<file path="src/rtl/axi_trace_pkg.sv">
// Shared types for the AXI4-Lite trace monitor: entry layout, kind and FSM encodings.
// AXI_TRACE_TIMESTAMP_EN adds a 32-bit cycle stamp to each entry.
package axi_trace_pkg;

   localparam int TRC_ADDR_W = 32;
   localparam int TRC_DATA_W = 32;
   localparam int TRC_STRB_W = TRC_DATA_W / 8;
   localparam int DROP_W     = 16;
   localparam int TS_W       = 32;

   typedef enum logic {
      TRC_WR = 1'b0,
      TRC_RD = 1'b1
   } trc_kind_e;

   typedef enum logic [1:0] {
      W_IDLE   = 2'd0,
      W_GOT_A  = 2'd1,
      W_GOT_D  = 2'd2,
      W_WAIT_B = 2'd3
   } wr_state_e;

   typedef enum logic {
      R_IDLE   = 1'b0,
      R_WAIT_R = 1'b1
   } rd_state_e;

   typedef struct packed {
      trc_kind_e               kind;
      logic [TRC_ADDR_W-1:0]   addr;
      logic [TRC_DATA_W-1:0]   data;
      logic [TRC_STRB_W-1:0]   strb;
`ifdef AXI_TRACE_TIMESTAMP_EN
      logic [TS_W-1:0]         ts;
`endif
   } trc_entry_t;

endpackage

</file>
<file path="src/rtl/axi_trace_fifo.sv">
// Synchronous first-word-fall-through FIFO of trace entries; pointers carry one wrap bit.
module axi_trace_fifo
   import axi_trace_pkg::*;
#(
   parameter  int DEPTH = 16,
   localparam int AW    = $clog2(DEPTH)
) (
   input  logic        clk,
   input  logic        rstn,
   input  logic        push,
   input  logic        pop,
   input  logic        clr,
   input  trc_entry_t  push_entry,
   output trc_entry_t  head,
   output logic [AW:0] count,
   output logic        full,
   output logic        empty
);

   trc_entry_t  mem_r [DEPTH];
   logic [AW:0] wr_ptr_r;
   logic [AW:0] rd_ptr_r;
   logic        do_push_s;
   logic        do_pop_s;

   assign empty     = (wr_ptr_r == rd_ptr_r);
   assign full      = (wr_ptr_r[AW] != rd_ptr_r[AW]) && (wr_ptr_r[AW-1:0] == rd_ptr_r[AW-1:0]);
   assign do_pop_s  = pop & ~empty;
   // A pop in the same cycle frees the slot a push into a full FIFO needs.
   assign do_push_s = push & (~full | do_pop_s);
   assign count     = wr_ptr_r - rd_ptr_r;
   assign head      = mem_r[rd_ptr_r[AW-1:0]];

   // Storage and pointer update; clear empties the FIFO ahead of any push/pop.
   always_ff @(posedge clk or negedge rstn) begin
      if (!rstn) begin
         wr_ptr_r <= '0;
         rd_ptr_r <= '0;
         for (int i = 0; i < DEPTH; i++) begin
            mem_r[i] <= '0;
         end
      end else if (clr) begin
         wr_ptr_r <= '0;
         rd_ptr_r <= '0;
      end else begin
         if (do_push_s) begin
            mem_r[wr_ptr_r[AW-1:0]] <= push_entry;
            wr_ptr_r                <= wr_ptr_r + (AW+1)'(1);
         end
         if (do_pop_s) begin
            rd_ptr_r <= rd_ptr_r + (AW+1)'(1);
         end
      end
   end

endmodule

</file>
<file path="src/rtl/axi_lite_trace_capture.sv">
// Passive AXI4-Lite monitor recording completed writes and reads into a drainable FIFO.
// Define AXI_TRACE_TIMESTAMP_EN to stamp entries with a free-running cycle count (trc_ts).
module axi_lite_trace_capture
   import axi_trace_pkg::*;
#(
   parameter  int ADDR_W = TRC_ADDR_W,
   parameter  int DATA_W = TRC_DATA_W,
   parameter  int DEPTH  = 16,
   localparam int STRB_W = DATA_W / 8,
   localparam int AW     = $clog2(DEPTH)
) (
   input  logic              clk,
   input  logic              rstn,
   input  logic              s_axi_awvalid,
   input  logic              s_axi_awready,
   input  logic [ADDR_W-1:0] s_axi_awaddr,
   input  logic              s_axi_wvalid,
   input  logic              s_axi_wready,
   input  logic [DATA_W-1:0] s_axi_wdata,
   input  logic [STRB_W-1:0] s_axi_wstrb,
   input  logic              s_axi_bvalid,
   input  logic              s_axi_bready,
   input  logic              s_axi_arvalid,
   input  logic              s_axi_arready,
   input  logic [ADDR_W-1:0] s_axi_araddr,
   input  logic              s_axi_rvalid,
   input  logic              s_axi_rready,
   input  logic [DATA_W-1:0] s_axi_rdata,
   input  logic              trc_pop,
   input  logic              trc_clr,
   output logic              trc_valid,
   output logic              trc_kind,
   output logic [ADDR_W-1:0] trc_addr,
   output logic [DATA_W-1:0] trc_data,
   output logic [STRB_W-1:0] trc_strb,
   output logic [AW:0]       trc_count,
   output logic              trc_ovf,
`ifdef AXI_TRACE_TIMESTAMP_EN
   output logic [TS_W-1:0]   trc_ts,
`endif
   output logic [DROP_W-1:0] trc_drop_cnt
);

   wr_state_e         w_state_r;
   rd_state_e         r_state_r;
   logic [ADDR_W-1:0] w_addr_r;
   logic [DATA_W-1:0] w_data_r;
   logic [STRB_W-1:0] w_strb_r;
   logic [ADDR_W-1:0] r_addr_r;
   trc_entry_t        pend_r;
   logic              pend_valid_r;
   logic [TS_W-1:0]   ts_r;

   logic aw_hs_s, w_hs_s, b_hs_s, ar_hs_s, r_hs_s;
   logic wr_push_s, rd_push_s;
   logic fifo_push_s, fifo_full_s, fifo_empty_s, drop_s;
   trc_entry_t wr_entry_s, rd_entry_s, fifo_entry_s, head_s;

   assign aw_hs_s   = s_axi_awvalid & s_axi_awready;
   assign w_hs_s    = s_axi_wvalid & s_axi_wready;
   assign b_hs_s    = s_axi_bvalid & s_axi_bready;
   assign ar_hs_s   = s_axi_arvalid & s_axi_arready;
   assign r_hs_s    = s_axi_rvalid & s_axi_rready;
   assign wr_push_s = (w_state_r == W_WAIT_B) & b_hs_s;
   assign rd_push_s = (r_state_r == R_WAIT_R) & r_hs_s;

   // Write-side tracker: collects address and data in either order, completes on b.
   always_ff @(posedge clk or negedge rstn) begin
      if (!rstn) begin
         w_state_r <= W_IDLE;
         w_addr_r  <= '0;
         w_data_r  <= '0;
         w_strb_r  <= '0;
      end else begin
         if (aw_hs_s && (w_state_r == W_IDLE || w_state_r == W_GOT_D)) begin
            w_addr_r <= s_axi_awaddr;
         end
         if (w_hs_s && (w_state_r == W_IDLE || w_state_r == W_GOT_A)) begin
            w_data_r <= s_axi_wdata;
            w_strb_r <= s_axi_wstrb;
         end
         case (w_state_r)
            W_IDLE: begin
               if (aw_hs_s && w_hs_s) w_state_r <= W_WAIT_B;
               else if (aw_hs_s)      w_state_r <= W_GOT_A;
               else if (w_hs_s)       w_state_r <= W_GOT_D;
            end
            W_GOT_A:  if (w_hs_s)  w_state_r <= W_WAIT_B;
            W_GOT_D:  if (aw_hs_s) w_state_r <= W_WAIT_B;
            W_WAIT_B: if (b_hs_s)  w_state_r <= W_IDLE;
            default:  w_state_r <= W_IDLE;
         endcase
      end
   end

   // Read-side tracker: latch the address on ar, complete on r.
   always_ff @(posedge clk or negedge rstn) begin
      if (!rstn) begin
         r_state_r <= R_IDLE;
         r_addr_r  <= '0;
      end else begin
         case (r_state_r)
            R_IDLE: begin
               if (ar_hs_s) begin
                  r_addr_r  <= s_axi_araddr;
                  r_state_r <= R_WAIT_R;
               end
            end
            R_WAIT_R: if (r_hs_s) r_state_r <= R_IDLE;
            default:  r_state_r <= R_IDLE;
         endcase
      end
   end

   // Entry assembly and push arbitration: write first, then a pended read, then a fresh read.
   always_comb begin
      wr_entry_s      = '0;
      wr_entry_s.kind = TRC_WR;
      wr_entry_s.addr = w_addr_r;
      wr_entry_s.data = w_data_r;
      wr_entry_s.strb = w_strb_r;
      rd_entry_s      = '0;
      rd_entry_s.kind = TRC_RD;
      rd_entry_s.addr = r_addr_r;
      rd_entry_s.data = s_axi_rdata;
      rd_entry_s.strb = {STRB_W{1'b1}};
`ifdef AXI_TRACE_TIMESTAMP_EN
      wr_entry_s.ts   = ts_r;
      rd_entry_s.ts   = ts_r;
`endif
      fifo_push_s  = 1'b0;
      fifo_entry_s = '0;
      if (wr_push_s) begin
         fifo_push_s  = 1'b1;
         fifo_entry_s = wr_entry_s;
      end else if (pend_valid_r) begin
         fifo_push_s  = 1'b1;
         fifo_entry_s = pend_r;
      end else if (rd_push_s) begin
         fifo_push_s  = 1'b1;
         fifo_entry_s = rd_entry_s;
      end else begin
         fifo_push_s  = 1'b0;
      end
   end

   // One-deep holding slot for a read that lost arbitration.
   always_ff @(posedge clk or negedge rstn) begin
      if (!rstn) begin
         pend_r       <= '0;
         pend_valid_r <= 1'b0;
      end else if (trc_clr) begin
         pend_valid_r <= 1'b0;
      end else if (rd_push_s && (wr_push_s || pend_valid_r)) begin
         pend_r       <= rd_entry_s;
         pend_valid_r <= 1'b1;
      end else if (pend_valid_r && !wr_push_s) begin
         pend_valid_r <= 1'b0;
      end
   end

   assign drop_s = fifo_push_s & fifo_full_s & ~trc_pop & ~trc_clr;

   // Sticky overflow flag and saturating drop counter.
   always_ff @(posedge clk or negedge rstn) begin
      if (!rstn) begin
         trc_ovf      <= 1'b0;
         trc_drop_cnt <= '0;
      end else if (trc_clr) begin
         trc_ovf      <= 1'b0;
         trc_drop_cnt <= '0;
      end else if (drop_s) begin
         trc_ovf <= 1'b1;
         if (trc_drop_cnt != {DROP_W{1'b1}}) begin
            trc_drop_cnt <= trc_drop_cnt + DROP_W'(1);
         end
      end
   end

`ifdef AXI_TRACE_TIMESTAMP_EN
   // Free-running cycle stamp; unaffected by trc_clr.
   always_ff @(posedge clk or negedge rstn) begin
      if (!rstn) ts_r <= '0;
      else       ts_r <= ts_r + TS_W'(1);
   end
   assign trc_ts = head_s.ts;
`else
   assign ts_r = '0;
`endif

   axi_trace_fifo #(.DEPTH(DEPTH)) u_fifo (
      .clk        (clk),
      .rstn       (rstn),
      .push       (fifo_push_s),
      .pop        (trc_pop),
      .clr        (trc_clr),
      .push_entry (fifo_entry_s),
      .head       (head_s),
      .count      (trc_count),
      .full       (fifo_full_s),
      .empty      (fifo_empty_s)
   );

   assign trc_valid = ~fifo_empty_s;
   assign trc_kind  = head_s.kind;
   assign trc_addr  = head_s.addr;
   assign trc_data  = head_s.data;
   assign trc_strb  = head_s.strb;

endmodule
</file>
<file path="config.mk">
export PLATFORM = sky130hd
export DESIGN_NAME = axi_lite_trace_capture
export DESIGN_NICKNAME = d
export VERILOG_FILES = /design/src/rtl/axi_trace_pkg.sv /design/src/rtl/axi_trace_fifo.sv /design/src/rtl/axi_lite_trace_capture.sv
export SDC_FILE = /design/constraint.sdc
export NUM_CORES = 2
export LEC_CHECK = 0
export ABC_AREA = 0
export ABC_CLOCK_PERIOD_IN_PS = 3800
export BUFFER_PORTS_ARGS = -buffer_cell sky130_fd_sc_hd__buf_4
export CAP_MARGIN = 20
export CORE_ASPECT_RATIO = 2
export CORE_MARGIN = 1
export CORE_UTILIZATION = 40
export CTS_CLUSTER_DIAMETER = 40
export DETAILED_ROUTE_END_ITERATION = 6
export PLACE_DENSITY = 0.67
export SYNTH_ARGS = -nofsm -noshare
export SYNTH_HDL_FRONTEND = slang
export SYNTH_SLANG_ARGS = --single-unit
</file>
<file path="constraint.sdc">
create_clock -name clk -period 3.8 [get_ports clk]
set_input_delay 0.38 -clock clk [delete_from_list [all_inputs] [get_ports clk]]
set_output_delay 0.38 -clock clk [all_outputs]
set_load 0.01 [all_outputs]
</file>
==> metrics.md <==
| Metric | Value |
|---|---|
| Max VDD drop | 0.000499 V |
| Clk_lat worst skew | 780 ps |
| Setup Viol. Count Final | 0 |
| All-layer global routing usage | 21.6% |
| Status | finished, final reports clean |
| Cell count after synthesis | 3634 |
| Synth Area in Adders | 0.354% |
| Final ANT Viol Nets | 0 |
| Final design area excluding fillers | 69500 um2 |
| Post-Layout Cell Count | 5996 |
| Reg2Reg Capture Point | u_fifo.mem_r[803]$_DFFE_PN0P_ |
| Setup TNS Final | 0 ps |
| Syn avg cell area | 16.1 um2 |
| DPL Wire Length | 94500 um |
| Die Wd | 273 um |
| CTS tree | yes |
| Final #Nets | 4158 |
| Filler Cells Inserted | 12300 |
| Initial antenna violation count | 4 |
| Async SR Flop Fraction | 100% |
| Post-CTS Setup Bufs | 0 |
| Simple-gate share of the synthesized area | 1.93% |
| Cell taking the most area after synthesis | dfrtp_1 |
| GRT overflow | 0 |
| Yosys cell types | 54 |
| Inserted Clock Buffers | 141 |
| Largest family of logic cells by synthesized area | multiplexers |
| Top cells by area, synth | dfrtp_1 56%, mux2_2 24%, mux4_2 13% |
| # rows | 198 |
| Worst-Margin Slew | 1070 ps |
| Highest net fanout along the worst path | 29 |
| R2R Setup Slk | 590 ps |
| DP Area | 63400 um2 |
| Hold path cells | 2 |
| Worst-case clock buffer depth | 4 |
| Root Buffer | clkbuf_16 |
| Largest net degree at the start of global routing | 138 |
| Achievable Freq | 269 MHz |
| Pins Over Slew Limit | 0 |
| Die area | 148000 um2 |
| First-pass GRT wire length | 240000 um |
| Synthesized flop and latch total | 1300 |
| Commonest cells after routing, fill and taps aside | 1296 x dfrtp_1, 1264 x mux2_2, 345 x mux4_2 |
| Syn-to-layout area delta | 18.6% |
| CP Data Arrival Time | 3330 ps |
| Max Cap Viol | 0 |
| Pwr Density | 530 nW/um2 |
| DR iter-0 viols | 2039 |
| Clk_skew | 58.7 ps |
| Synth Warn # | 0 |
| Min-delay worst type | input port to flip-flop |
| FF-to-FF path depth | 7 |
| P_leak | 33.1 nW |
| Initial Utilization | 40.3% |
| Commonest non-fill, non-tap cell in the layout | dfrtp_1 |
| Clock period minus worst slack | 3710 ps |
| Number of synthesized flops with an enable pin | 0 |
| Setup crit start kind | flip-flop |
| Share of layout cells above drive strength 1 | 55.5% |
| DRC viols | 0 |
| Vias in the first global route | 37800 |
| Worst Hold End | u_fifo.wr_ptr_r[1]$_DFFE_PN0P_ |
| Final hold vios | 0 |
| Compound-gate portion of the synthesized area | 1.58% |
| Worst reg2reg startpoint | u_fifo.rd_ptr_r[0]$_DFFE_PN0P_ |
| DRT Pass-1 Iters | 5 |
| Tcrit/Tclk final | 97.7% |
| # IOs | 238 |
| Slew HR | 28.8% |
| Placer Congestion | 0.786 |
| CP Data Required Time | 3420 ps |
| Die height | 543 um |
| Clock slew at reported path FFs | 70 ps |
| Mapped Nets | 3796 |
| Vias | 33900 |
| RSZ-0062 raised after global routing | true |
| Sequential-to-total area share from yosys stat | 55.5% |
| Via density | 5.65 |
| Hold Crit Start | trc_clr |
| CP Class | flip-flop to output pin |
| Post-synth top area share | 55.5% |
| Mapped Area | 58600 um2 |
| Final wirelength | 157000 um |
| Dominant synthesized flop cell | dfrtp_1 |
| Clk sinks | 1300 |
| Synth Area in XOR/XNOR | 0.162% |
| Hold slack | 42.9 ps |
| Core ar. | 145000 um2 |
| H-tree level count | 4 |
| Worst setup EP type | output pin |
| DR WL/cell | 26.2 um |
| Post-Place Cells | 5617 |
| Multiplexer share of the synthesized area | 37.9% |
| IO buf count | 237 |
## cells by family after synthesis
| kind of cell | count (synthesis) |
|---|---|
| muxes | 1624 |
| DFF | 1300 |
| buffers and inverters | 336 |
| and+or+nand+nor | 229 |
| AOI/OAI and AO/OA | 119 |
| adders and majority gates | 16 |
| xor gates and xnor gates | 10 |
## stage by stage
stage	power (mW)	utilization, %	setup slack (ps)
after floorplan	20.0	-	748
after global placement	23.1	43.6	660
after detailed placement	23.2	43.6	602
after CTS	37.4	47.8	-18.9
after global routing	38.4	47.8	-46.1
final	36.8	47.8	86.6
## state kept, by name, summed over array words and instances (netlist names)
name,count
u_fifo.rd_ptr_r,5
trc_drop_cnt,16
u_fifo.wr_ptr_r,5
w_strb_r,4
pend_r,65
r_addr_r,32
w_addr_r,32
w_data_r,32
u_fifo.mem_r,1104
w_state_r,2
pend_valid_r,1
trc_ovf,1
r_state_r,1
## worst max-delay path by stage
| stage | end | start |
|---|---|---|
| after floorplan | u_fifo.mem_r[276]$_DFFE_PN0P_ | u_fifo.rd_ptr_r[1]$_DFFE_PN0P_ |
| after global routing | trc_data[22] | u_fifo.rd_ptr_r[0]$_DFFE_PN0P_ |
| after detailed placement | u_fifo.mem_r[804]$_DFFE_PN0P_ | u_fifo.rd_ptr_r[0]$_DFFE_PN0P_ |
| final | trc_addr[30] | u_fifo.rd_ptr_r[0]$_DFFE_PN0P_ |
| after global placement | u_fifo.mem_r[775]$_DFFE_PN0P_ | u_fifo.rd_ptr_r[0]$_DFFE_PN0P_ |
| after CTS | trc_addr[30] | u_fifo.rd_ptr_r[0]$_DFFE_PN0P_ |
## routing by layer
metal  wire length (um)  track usage, %
met5                  0               0
met4               4900            7.08
met3               4900            2.54
met1              62100            25.7
met2              85500            40.2
## repair_timing
| item | CTS | global route |
|---|---|---|
| cloned | 0 | 0 |
| hold buffers | 136 | 0 |
| setup endpoints to repair | 30 | 22 |
| endpoints found under the hold margin | 242 | 0 |
| resized for setup | 6 | 9 |
## worst max-delay path, stage by stage (launching register included)
cell	delay (ps)
dfrtp_4	570
buf_4	580
mux4_2	600
mux4_2	580
buf_4	190
## report_power, final
group / leakage, nW / total [mW] / internal (mW) / switching, mW
Combinational: 12.9 / 7.22 / 3.43 / 3.78
Clock: 2.28 / 13.9 / 8.17 / 5.71
Sequential: 17.9 / 15.7 / 15.0 / 0.704
## synth_stat cells, types with 7 or more instances
cell type	count
mux4_2	345
clkbuf_1	151
xnor2_1	7
buf_4	17
mux2_2	1264
nand4_1	8
or4_1	11
buf_1	31
mux2_4	10
buf_2	116
inv_1	15
nand3_1	10
a221oi_1	64
o31ai_1	10
ha_1	15
dfrtp_1	1300
nor2_1	144
nand2_1	13
nor2b_1	7
a21oi_1	18
## layout make-up
| cell class | instances | area [um2] | area share [%] |
|---|---|---|---|
| tap | 1900 | 2380 | 3.42 |
| antenna | 4 | 10.0 | 0.0144 |
| timing repair buffer | 539 | 5100 | 7.35 |
| clock buffer | 196 | 4120 | 5.93 |
| inverter | 16 | 65.1 | 0.0936 |
| clock inverter | 43 | 542 | 0.780 |
| multi-input combinational | 1998 | 24700 | 35.6 |
| sequential | 1300 | 32500 | 46.8 |
No activity file was read; power rests on OpenSTA's default activity.
